`src/rtl/spi_globals_pkg.sv`:
```
// Shared types and defaults for the SPI slave receive path.
package spi_globals_pkg;

    typedef enum {MSB_FIRST, LSB_FIRST} shift_direction_e;

    typedef enum logic [0:0] {RX_IDLE, RX_SHIFT} rx_state_e;

    localparam int DEFAULT_DATA_WIDTH = 8;

endpackage

```
`src/rtl/spi_rx_sync_fifo.sv`:
```
// First-word fall-through receive FIFO. A push into a full FIFO is accepted only
// alongside a pop; otherwise it is dropped and reported on `drop`.
module spi_rx_sync_fifo
    import spi_globals_pkg::*;
#(
    parameter int DATA_WIDTH = DEFAULT_DATA_WIDTH,
    parameter int FIFO_DEPTH = 4
) (
    input  logic                          pclk,
    input  logic                          areset,
    input  logic                          push,
    input  logic [DATA_WIDTH-1:0]         wdata,
    input  logic                          pop,
    output logic [DATA_WIDTH-1:0]         rdata,
    output logic                          full,
    output logic                          empty,
    output logic [$clog2(FIFO_DEPTH):0]   level,
    output logic                          drop
);

    localparam int AW = $clog2(FIFO_DEPTH);
    localparam int LW = AW + 1;

    logic [DATA_WIDTH-1:0] mem_q [FIFO_DEPTH];
    logic [DATA_WIDTH-1:0] mem_d [FIFO_DEPTH];
    logic [AW-1:0]         wr_ptr_q, wr_ptr_d;
    logic [AW-1:0]         rd_ptr_q, rd_ptr_d;
    logic [LW-1:0]         count_q, count_d;
    logic                  push_ok;
    logic                  pop_ok;

    assign full  = (count_q == LW'(FIFO_DEPTH));
    assign empty = (count_q == '0);
    assign level = count_q;
    // Hold the data output at zero while empty so reset and drained states read 0.
    assign rdata = empty ? '0 : mem_q[rd_ptr_q];

    always_comb begin
        push_ok  = push && (!full || pop);
        pop_ok   = pop && !empty;
        drop     = push && full && !pop;
        mem_d    = mem_q;
        wr_ptr_d = wr_ptr_q;
        rd_ptr_d = rd_ptr_q;
        count_d  = count_q;
        if (push_ok) begin
            mem_d[wr_ptr_q] = wdata;
            wr_ptr_d        = wr_ptr_q + AW'(1);
        end
        if (pop_ok) begin
            rd_ptr_d = rd_ptr_q + AW'(1);
        end
        case ({push_ok, pop_ok})
            2'b10:   count_d = count_q + LW'(1);
            2'b01:   count_d = count_q - LW'(1);
            default: count_d = count_q;
        endcase
    end

    always_ff @(posedge pclk) begin
        mem_q <= mem_d;
    end

    always_ff @(posedge pclk or negedge areset) begin
        if (!areset) begin
            wr_ptr_q <= '0;
            rd_ptr_q <= '0;
            count_q  <= '0;
        end else begin
            wr_ptr_q <= wr_ptr_d;
            rd_ptr_q <= rd_ptr_d;
            count_q  <= count_d;
        end
    end

endmodule

```
`src/rtl/spi_slave_rx_deserializer.sv`:
```
// SPI slave receive front-end: synchronizers, sclk edge detect, framing FSM and shift
// register feeding a receive FIFO. Define SPI_RX_OVF_CNT_EN to add the ovf_count output.
module spi_slave_rx_deserializer
    import spi_globals_pkg::*;
#(
    parameter int DATA_WIDTH  = DEFAULT_DATA_WIDTH,
    parameter int FIFO_DEPTH  = 4,
    parameter int SYNC_STAGES = 2
) (
    input  logic                          pclk,
    input  logic                          areset,
    input  logic                          cpol,
    input  logic                          cpha,
    input  logic                          lsb_first,
    input  logic                          sclk,
    input  logic                          cs,
    input  logic                          mosi0,
    output logic [DATA_WIDTH-1:0]         rx_data,
    output logic                          rx_valid,
    input  logic                          rx_ready,
    output logic [$clog2(FIFO_DEPTH):0]   fifo_level,
    output logic                          overflow,
    input  logic                          ovf_clr,
    output logic                          frame_err
`ifdef SPI_RX_OVF_CNT_EN
    ,
    output logic [7:0]                    ovf_count
`endif
);

    localparam int CW = $clog2(DATA_WIDTH + 1);

    logic [SYNC_STAGES-1:0] sclk_sync_q, sclk_sync_d;
    logic [SYNC_STAGES-1:0] cs_sync_q, cs_sync_d;
    logic [SYNC_STAGES-1:0] mosi_sync_q, mosi_sync_d;
    logic                   sclk_prev_q, sclk_prev_d;
    logic                   cs_prev_q, cs_prev_d;

    rx_state_e              state_q, state_d;
    logic [CW-1:0]          bitcnt_q, bitcnt_d;
    logic [DATA_WIDTH-1:0]  sr_q, sr_d;
    logic [DATA_WIDTH-1:0]  word_q, word_d;
    logic                   push_q, push_d;
    logic                   frame_err_q, frame_err_d;
    logic                   cpol_q, cpol_d;
    logic                   cpha_q, cpha_d;
    shift_direction_e       dir_q, dir_d;
    logic                   overflow_q, overflow_d;

    logic                   sclk_s, cs_s, mosi_s;
    logic                   sclk_rise, sclk_fall, cs_fall, cs_rise, sample;
    logic [DATA_WIDTH-1:0]  sr_shift;
    logic                   fifo_full, fifo_empty, fifo_drop, pop;

    assign sclk_s    = sclk_sync_q[SYNC_STAGES-1];
    assign cs_s      = cs_sync_q[SYNC_STAGES-1];
    assign mosi_s    = mosi_sync_q[SYNC_STAGES-1];
    assign sclk_rise = sclk_s & ~sclk_prev_q;
    assign sclk_fall = ~sclk_s & sclk_prev_q;
    assign cs_fall   = ~cs_s & cs_prev_q;
    assign cs_rise   = cs_s & ~cs_prev_q;
    assign sample    = (cpol_q == cpha_q) ? sclk_rise : sclk_fall;
    assign sr_shift  = (dir_q == LSB_FIRST) ? {mosi_s, sr_q[DATA_WIDTH-1:1]}
                                            : {sr_q[DATA_WIDTH-2:0], mosi_s};

    always_comb begin
        sclk_sync_d = {sclk_sync_q[SYNC_STAGES-2:0], sclk};
        cs_sync_d   = {cs_sync_q[SYNC_STAGES-2:0], cs};
        mosi_sync_d = {mosi_sync_q[SYNC_STAGES-2:0], mosi0};
        sclk_prev_d = sclk_s;
        cs_prev_d   = cs_s;
    end

    always_comb begin
        state_d     = state_q;
        bitcnt_d    = bitcnt_q;
        sr_d        = sr_q;
        word_d      = word_q;
        push_d      = 1'b0;
        frame_err_d = 1'b0;
        cpol_d      = cpol_q;
        cpha_d      = cpha_q;
        dir_d       = dir_q;
        case (state_q)
            RX_IDLE: begin
                if (cs_fall) begin
                    state_d  = RX_SHIFT;
                    bitcnt_d = '0;
                    sr_d     = '0;
                    cpol_d   = cpol;
                    cpha_d   = cpha;
                    dir_d    = lsb_first ? LSB_FIRST : MSB_FIRST;
                end
            end
            RX_SHIFT: begin
                if (sample) begin
                    sr_d = sr_shift;
                    if (bitcnt_q == CW'(DATA_WIDTH - 1)) begin
                        push_d   = 1'b1;
                        word_d   = sr_shift;
                        bitcnt_d = '0;
                    end else begin
                        bitcnt_d = bitcnt_q + CW'(1);
                    end
                end
                // A word completing on the same cycle as cs rising is a clean end of frame.
                if (cs_rise) begin
                    frame_err_d = (bitcnt_d != '0);
                    state_d     = RX_IDLE;
                end
            end
            default: state_d = RX_IDLE;
        endcase
    end

    always_comb begin
        overflow_d = overflow_q;
        if (fifo_drop) begin
            overflow_d = 1'b1;
        end else if (ovf_clr) begin
            overflow_d = 1'b0;
        end
    end

    // Sync chains reset low so a cs held low through reset does not look like a new frame.
    always_ff @(posedge pclk or negedge areset) begin
        if (!areset) begin
            sclk_sync_q <= '0;
            cs_sync_q   <= '0;
            mosi_sync_q <= '0;
            sclk_prev_q <= 1'b0;
            cs_prev_q   <= 1'b0;
            state_q     <= RX_IDLE;
            bitcnt_q    <= '0;
            sr_q        <= '0;
            word_q      <= '0;
            push_q      <= 1'b0;
            frame_err_q <= 1'b0;
            cpol_q      <= 1'b0;
            cpha_q      <= 1'b0;
            dir_q       <= MSB_FIRST;
            overflow_q  <= 1'b0;
        end else begin
            sclk_sync_q <= sclk_sync_d;
            cs_sync_q   <= cs_sync_d;
            mosi_sync_q <= mosi_sync_d;
            sclk_prev_q <= sclk_prev_d;
            cs_prev_q   <= cs_prev_d;
            state_q     <= state_d;
            bitcnt_q    <= bitcnt_d;
            sr_q        <= sr_d;
            word_q      <= word_d;
            push_q      <= push_d;
            frame_err_q <= frame_err_d;
            cpol_q      <= cpol_d;
            cpha_q      <= cpha_d;
            dir_q       <= dir_d;
            overflow_q  <= overflow_d;
        end
    end

`ifdef SPI_RX_OVF_CNT_EN
    logic [7:0] ovf_count_q, ovf_count_d;

    always_comb begin
        ovf_count_d = ovf_count_q;
        if (fifo_drop) begin
            ovf_count_d = (ovf_count_q == 8'hFF) ? ovf_count_q : ovf_count_q + 8'd1;
        end else if (ovf_clr) begin
            ovf_count_d = '0;
        end
    end

    always_ff @(posedge pclk or negedge areset) begin
        if (!areset) begin
            ovf_count_q <= '0;
        end else begin
            ovf_count_q <= ovf_count_d;
        end
    end

    assign ovf_count = ovf_count_q;
`endif

    assign pop       = rx_valid && rx_ready;
    assign rx_valid  = !fifo_empty;
    assign overflow  = overflow_q;
    assign frame_err = frame_err_q;

    spi_rx_sync_fifo #(
        .DATA_WIDTH (DATA_WIDTH),
        .FIFO_DEPTH (FIFO_DEPTH)
    ) u_fifo (
        .pclk   (pclk),
        .areset (areset),
        .push   (push_q),
        .wdata  (word_q),
        .pop    (pop),
        .rdata  (rx_data),
        .full   (fifo_full),
        .empty  (fifo_empty),
        .level  (fifo_level),
        .drop   (fifo_drop)
    );

    logic unused_full;
    assign unused_full = fifo_full;

endmodule

```
`config.mk`:
```
export PLATFORM = sky130hd
export DESIGN_NAME = spi_slave_rx_deserializer
export DESIGN_NICKNAME = d
export VERILOG_FILES = /design/src/rtl/spi_globals_pkg.sv /design/src/rtl/spi_rx_sync_fifo.sv /design/src/rtl/spi_slave_rx_deserializer.sv
export SDC_FILE = /design/constraint.sdc
export NUM_CORES = 1
export LEC_CHECK = 0
export CAP_MARGIN = 20
export CORE_MARGIN = 2
export CORE_UTILIZATION = 57
export DETAILED_ROUTE_END_ITERATION = 10
export PLACE_DENSITY = 0.83
export SYNTH_ARGS = -nofsm -noshare
export SYNTH_HDL_FRONTEND = slang
export SYNTH_HIERARCHICAL = 1
export SYNTH_SLANG_ARGS = --single-unit
export TNS_END_PERCENT = 100
```
`constraint.sdc`:
```
create_clock -name pclk -period 2.7 [get_ports pclk]
set_input_delay 0.675 -clock pclk [delete_from_list [all_inputs] [get_ports pclk]]
set_output_delay 0.675 -clock pclk [all_outputs]
set_load 0.02 [all_outputs]
```
* Word level (Yosys, flattened, before mapping) *
Cells that the tools add are included.

cells by class
  bitwise gates (word level) = 11
  reduce and logical (&&, ||, !) cells = 17
  muxes and demuxes = 29
  order comparisons = 3
  add/subtract/negate cells = 5
  equality and inequality tests = 8

operator list
  cell                   count
  $mux W8                7
  $bwmux W32             1
  $eq A32 B2 Y1 const B  1
  $bmux W8 S2            1
  $demux W8 S2           1
  $mux W4                4
  $pmux W8 S2            1
  $mux W1                11
  $pmux W4 S2            1
  $ge A3 B3 Y1 const B   2
  $logic_and A1 B1 Y1    6
  $not A2 Y3             2
  $pmux W3 S2            1
  $not A1 Y1             5
  $add A2 B1 Y2 const B  2
  $add A4 B1 Y4 const B  1
  $and A1 B1 Y1          4
  $eq A4 B3 Y1 const B   1
  $reduce_and A2 Y1      2
  $reduce_bool A2 Y1     2
  $reduce_bool A4 Y1     1
  $add A3 B1 Y3 const B  1
  $eq A3 B3 Y1 const B   1
  $logic_not A1 Y1       3
  11 further kinds       11

word-level totals
  output and inout bits = 14
  logic and storage cells = 95
  register bits after elaboration = 105
  bits of input ports = 10

* Longest topological paths before layout *
  word-level depth = 8
  gate-level depth with buffers = 12
  gate-level depth less buffers = 11

* Cells and area by module *
Netlist, hierarchy kept.

modules (own cells, without submodules)
  module                     area each (um^2)  instances  sequential area each (um^2)  cells each
  spi_rx_sync_fifo           1654.1            1          1136.1                       92
  spi_slave_rx_deserializer  1460.2            1          875.8                        123

* Worst setup path after synthesis *
Ideal clock, no wire load.

  path type = register to register
  start = reg u_fifo.count_q[0], in the netlist u_fifo/level[0]
  end = reg u_fifo.count_q[2], in the netlist u_fifo/level[2]
  stages on the path, launching flop included = 13
  period minus slack after synthesis = 2.608 ns
  data arrival time = 2.528 ns
  buffers on the path = 1
  data required time = 2.620 ns
  setup time = 0.080 ns
  path slack = 0.092 ns
  path through = dfrtp_1 > or3_2 > clkbuf_1 > inv_1 > nor2b_1 > o21a_4 > inv_1 > ha_1 > inv_1 > fa_1 > xor2_1 > nor2_1 > xor2_1

on the way
  longest elaborated chain between the ends = 7
  elaborated cells between the ends (all ways) = 14
  classes of those cells = add/sub: 2; eq/ne: 3; mux: 1; reduce/logical: 8

ends and longest elaborated chain
  element                                            RTL line                          RTL
  start: declaration                                 spi_rx_sync_fifo.sv:28            logic [LW-1:0] count_q, count_d;
  start signal: assignment                           spi_rx_sync_fifo.sv:72            count_q <= count_d;
  $logic_not A3 Y1 (*)                               spi_rx_sync_fifo.sv:33            assign empty = (count_q == '0);
  named net fifo_empty                               spi_slave_rx_deserializer.sv:53   logic fifo_full, fifo_empty, fifo_drop, pop;
  $logic_not A1 Y1 (*)                               spi_slave_rx_deserializer.sv:186  assign rx_valid = !fifo_empty;
  $logic_and A1 B1 Y1 (*)                            spi_slave_rx_deserializer.sv:185  assign pop = rx_valid && rx_ready;
  named net pop                                      spi_slave_rx_deserializer.sv:53
  $logic_or A1 B1 Y1                                 spi_rx_sync_fifo.sv:39            push_ok = push && (!full || pop);
  $logic_and A1 B1 Y1                                spi_rx_sync_fifo.sv:39
  $eq A2 B1 Y1 or $eq A2 B2 Y1 (tied branches)       spi_rx_sync_fifo.sv:53            case ({push_ok, pop_ok})
  $pmux W3 S2 or $reduce_bool A2 Y1 (tied branches)  -

Mark *: on every way through the listed nets, which the timed path passes. The rest lies on a longest branch.
A chain may end at the register's enable or synchronous reset.

* Worst setup path after layout *
  start = reg u_fifo.count_q[0], in the netlist u_fifo/level[0]
  end = out rx_data[3]

on the way
  longest elaborated chain between the ends = 2

ends and longest elaborated chain
  element           RTL line                         RTL
  $logic_not A3 Y1  spi_rx_sync_fifo.sv:33
  $mux W8           spi_rx_sync_fifo.sv:36           assign rdata = empty ? '0 : mem_q[rd_ptr_q];
  end: declaration  spi_slave_rx_deserializer.sv:18  output logic [DATA_WIDTH-1:0] rx_data,

Every way passes these cells.

==> metrics.txt <==
status=finished clean; TritonCTS Buffers=9; crit-path cells=or3_2 > buf_4 > and2_1 > dlygate4sd2_1; I/O Buffers=23; first-pass detailed-route iteration total=4; cell chosen for the clock root=clkbuf_8; Clk pwr share=30.8%; critical path class=reg -> out; Critical R2R Launch=u_fifo/level[0]$_DFFE_PN0P_; WP data arrival=~1900 ps; Tcrit/Tclk final=94.9%; CTS tree=built; Hold WS=about 360 ps; switching share of power=28.5%; crit-path max FO=10; Final Hold Fails=0; I/O pin cnt=24; routed len/inst=15.4 µm; CP top delay family=simple AND/OR/NAND/NOR gates; skew final=7.26 ps; Clock Latency Late Sink=340 ps; cell depth of the worst flop-to-flop path=11; antenna viol nets, final=0; Slew @ Worst Pin=917 ps; first-pass GRT wire length=8420 µm; Die X=a little under 80 µm; die height=roughly 80 µm; TritonCTS Sinks=74; Worst setup EP type=primary output; Residual DRC=0; via count=1676; most common cell after layout, fill and taps aside=dfrtp_1; Area growth syn-to-layout=15.8%; Slew headroom=38.9%; cell area after layout=3600 µm²; average vias per placed instance=5.24; GP Congestion=~0.85; syn_nets=231; Worst Setup Start Kind=flop; Syn Area/Cell=14.5 µm²; Multi-input gate area=1010 µm²; highest-count cells in the layout ignoring fill and taps=42 x dfrtp_1, 32 x edfxtp_1, 17 x nand2_1, 13 x mux2i_1, 13 x clkdlybuf4s50_1; Post-CTS Hold Fix Bufs=0; hold depth=0; hold crit path type=reg -> reg; pwr dens=686 nW/µm²; Tmin final=2560 ps; worst path required time=between 2000 and 2500 ps; Total Negative Setup Slacks=0 ps; largest net degree at the start of global routing=43; delay of the slowest cell on the worst path=~500 ps; core area=between 5000 and 6000 µm²; Syn Inst Count=214; vias in the first global route=1753; register area=2010 µm²; HPWL Detailed=3400 µm; count of final max-slew check failures=0; logic gate share of total power=14.6%; initial core utilization=roughly 60%; initial antenna violation count=0; CP Launch Point=u_fifo/level[0]$_DFFE_PN0P_; gr ovfl total=0; final wirelength=4940 µm; Post-DP Area=between 3000 and 4000 µm²; unrepaired setup endpoints after global routing=no; Post-CTS Setup Bufs=0; Pleak=1.60 nW; clock slew at reported path FFs=roughly 80 ps; clock buffer depth=2; Inserted Diodes=0; fillers=about 350; WP depth=4; fmax=slightly below 400 MHz; layout cells sized above 1=19.2%; DRT iter0 DRCs=114; Reg2Reg Setup Slack=200 ps; Core Rows=26; Bufs and invs on worst path=2; CP max-delay cell=or3_2; die area=6060 µm²; area of the mapped netlist=3110 µm²; number of H-tree levels=3; GRT Total Usage=about a fifth; internal power=1.77 mW; Worst R2R End=u_fifo/level[2]$_DFFE_PN0P_; yosys warns=6; Final #Nets=approximately 260; switching pwr=~0.7 mW; max cap viols=0; Worst Setup EP=rx_data[3]; Seq pwr share=between 50% and 60%; VDD IR max=0.371 mV; # setup viols final=0
-- metal layers --
metal / global-route usage [%] / vias up / wire length, µm
met5: 0 / - / 0
met4: 8.57 / 0 / 60
met3: 4.19 / 6 / 133
met2: 29.8 / 29 / 2470
met1: 24.6 / 823 / 2280
li1: - / 818 / -
-- sequential cells by signal, indices dropped and copies added (netlist names), 2 cells and up --
register,flops
u_fifo/mem_q,32
sr_q,8
word_q,8
bitcnt_q,4
u_fifo/level,3
cs_sync_q,2
mosi_sync_q,2
sclk_sync_q,2
u_fifo/rd_ptr_q,2
u_fifo/wr_ptr_q,2
-- power groups by stage --
| stage | sequential (mW) | clock [mW] | combinational [mW] |
|---|---|---|---|
| after global routing | 1.36 | 0.827 | 0.404 |
| final | 1.35 | 0.760 | 0.361 |
| after floorplan | 1.34 | 0 | 0.269 |
| after detailed placement | 1.37 | 0 | 0.367 |
| after CTS | 1.35 | 0.780 | 0.367 |
| after global placement | 1.36 | 0 | 0.354 |
-- area by class of cell --
type	count	share of cell area, %
clock buffer	9	3.44
clock inverter	7	1.49
inverter	12	1.25
multi-input combinational	120	28.1
sequential	74	55.9
tap	70	2.43
timing repair buffer	28	7.44
-- through the flow --
stage / worst slack, ps / total power [mW] / std cells / utilization (%)
3_5_place_dp: 43.5 / 1.74 / 304 / 66.3
6_report: 137 / 2.47 / 320 / 69.6
3_3_place_gp: 106 / 1.72 / 304 / 66.3
5_1_grt: 27.1 / 2.59 / 320 / 69.6
2_1_floorplan: 92.3 / 1.61 / 214 / -
4_1_cts: 69.4 / 2.49 / 320 / 69.6
-- how the worst min path moves through the flow --
stage,endpoint,from
3_5_place_dp,sclk_sync_q[1]$_DFF_PN0_,sclk_sync_q[0]$_DFF_PN0_
2_1_floorplan,cs_sync_q[1]$_DFF_PN0_,cs_sync_q[0]$_DFF_PN0_
3_3_place_gp,sclk_sync_q[1]$_DFF_PN0_,sclk_sync_q[0]$_DFF_PN0_
5_1_grt,sclk_sync_q[1]$_DFF_PN0_,sclk_sync_q[0]$_DFF_PN0_
6_report,mosi_sync_q[1]$_DFF_PN0_,mosi_sync_q[0]$_DFF_PN0_
4_1_cts,mosi_sync_q[1]$_DFF_PN0_,mosi_sync_q[0]$_DFF_PN0_
-- what timing repair did --
item	4_1_cts	5_1_grt
resized for setup	8	1
gates cloned	0	0
endpoints found under the setup margin	8	1
-- worst reg2reg max path: stages (launching register included) --
cell and delay, ps:
dfrtp_1 420, or3_2 500, inv_1 100, nor2b_1 80
o21a_4 250, inv_1 60, ha_1 170, inv_1 70
fa_1 380, xor2_1 150, nor2_1 110, xor2_1 140
Power figures use the tool's default switching activity.
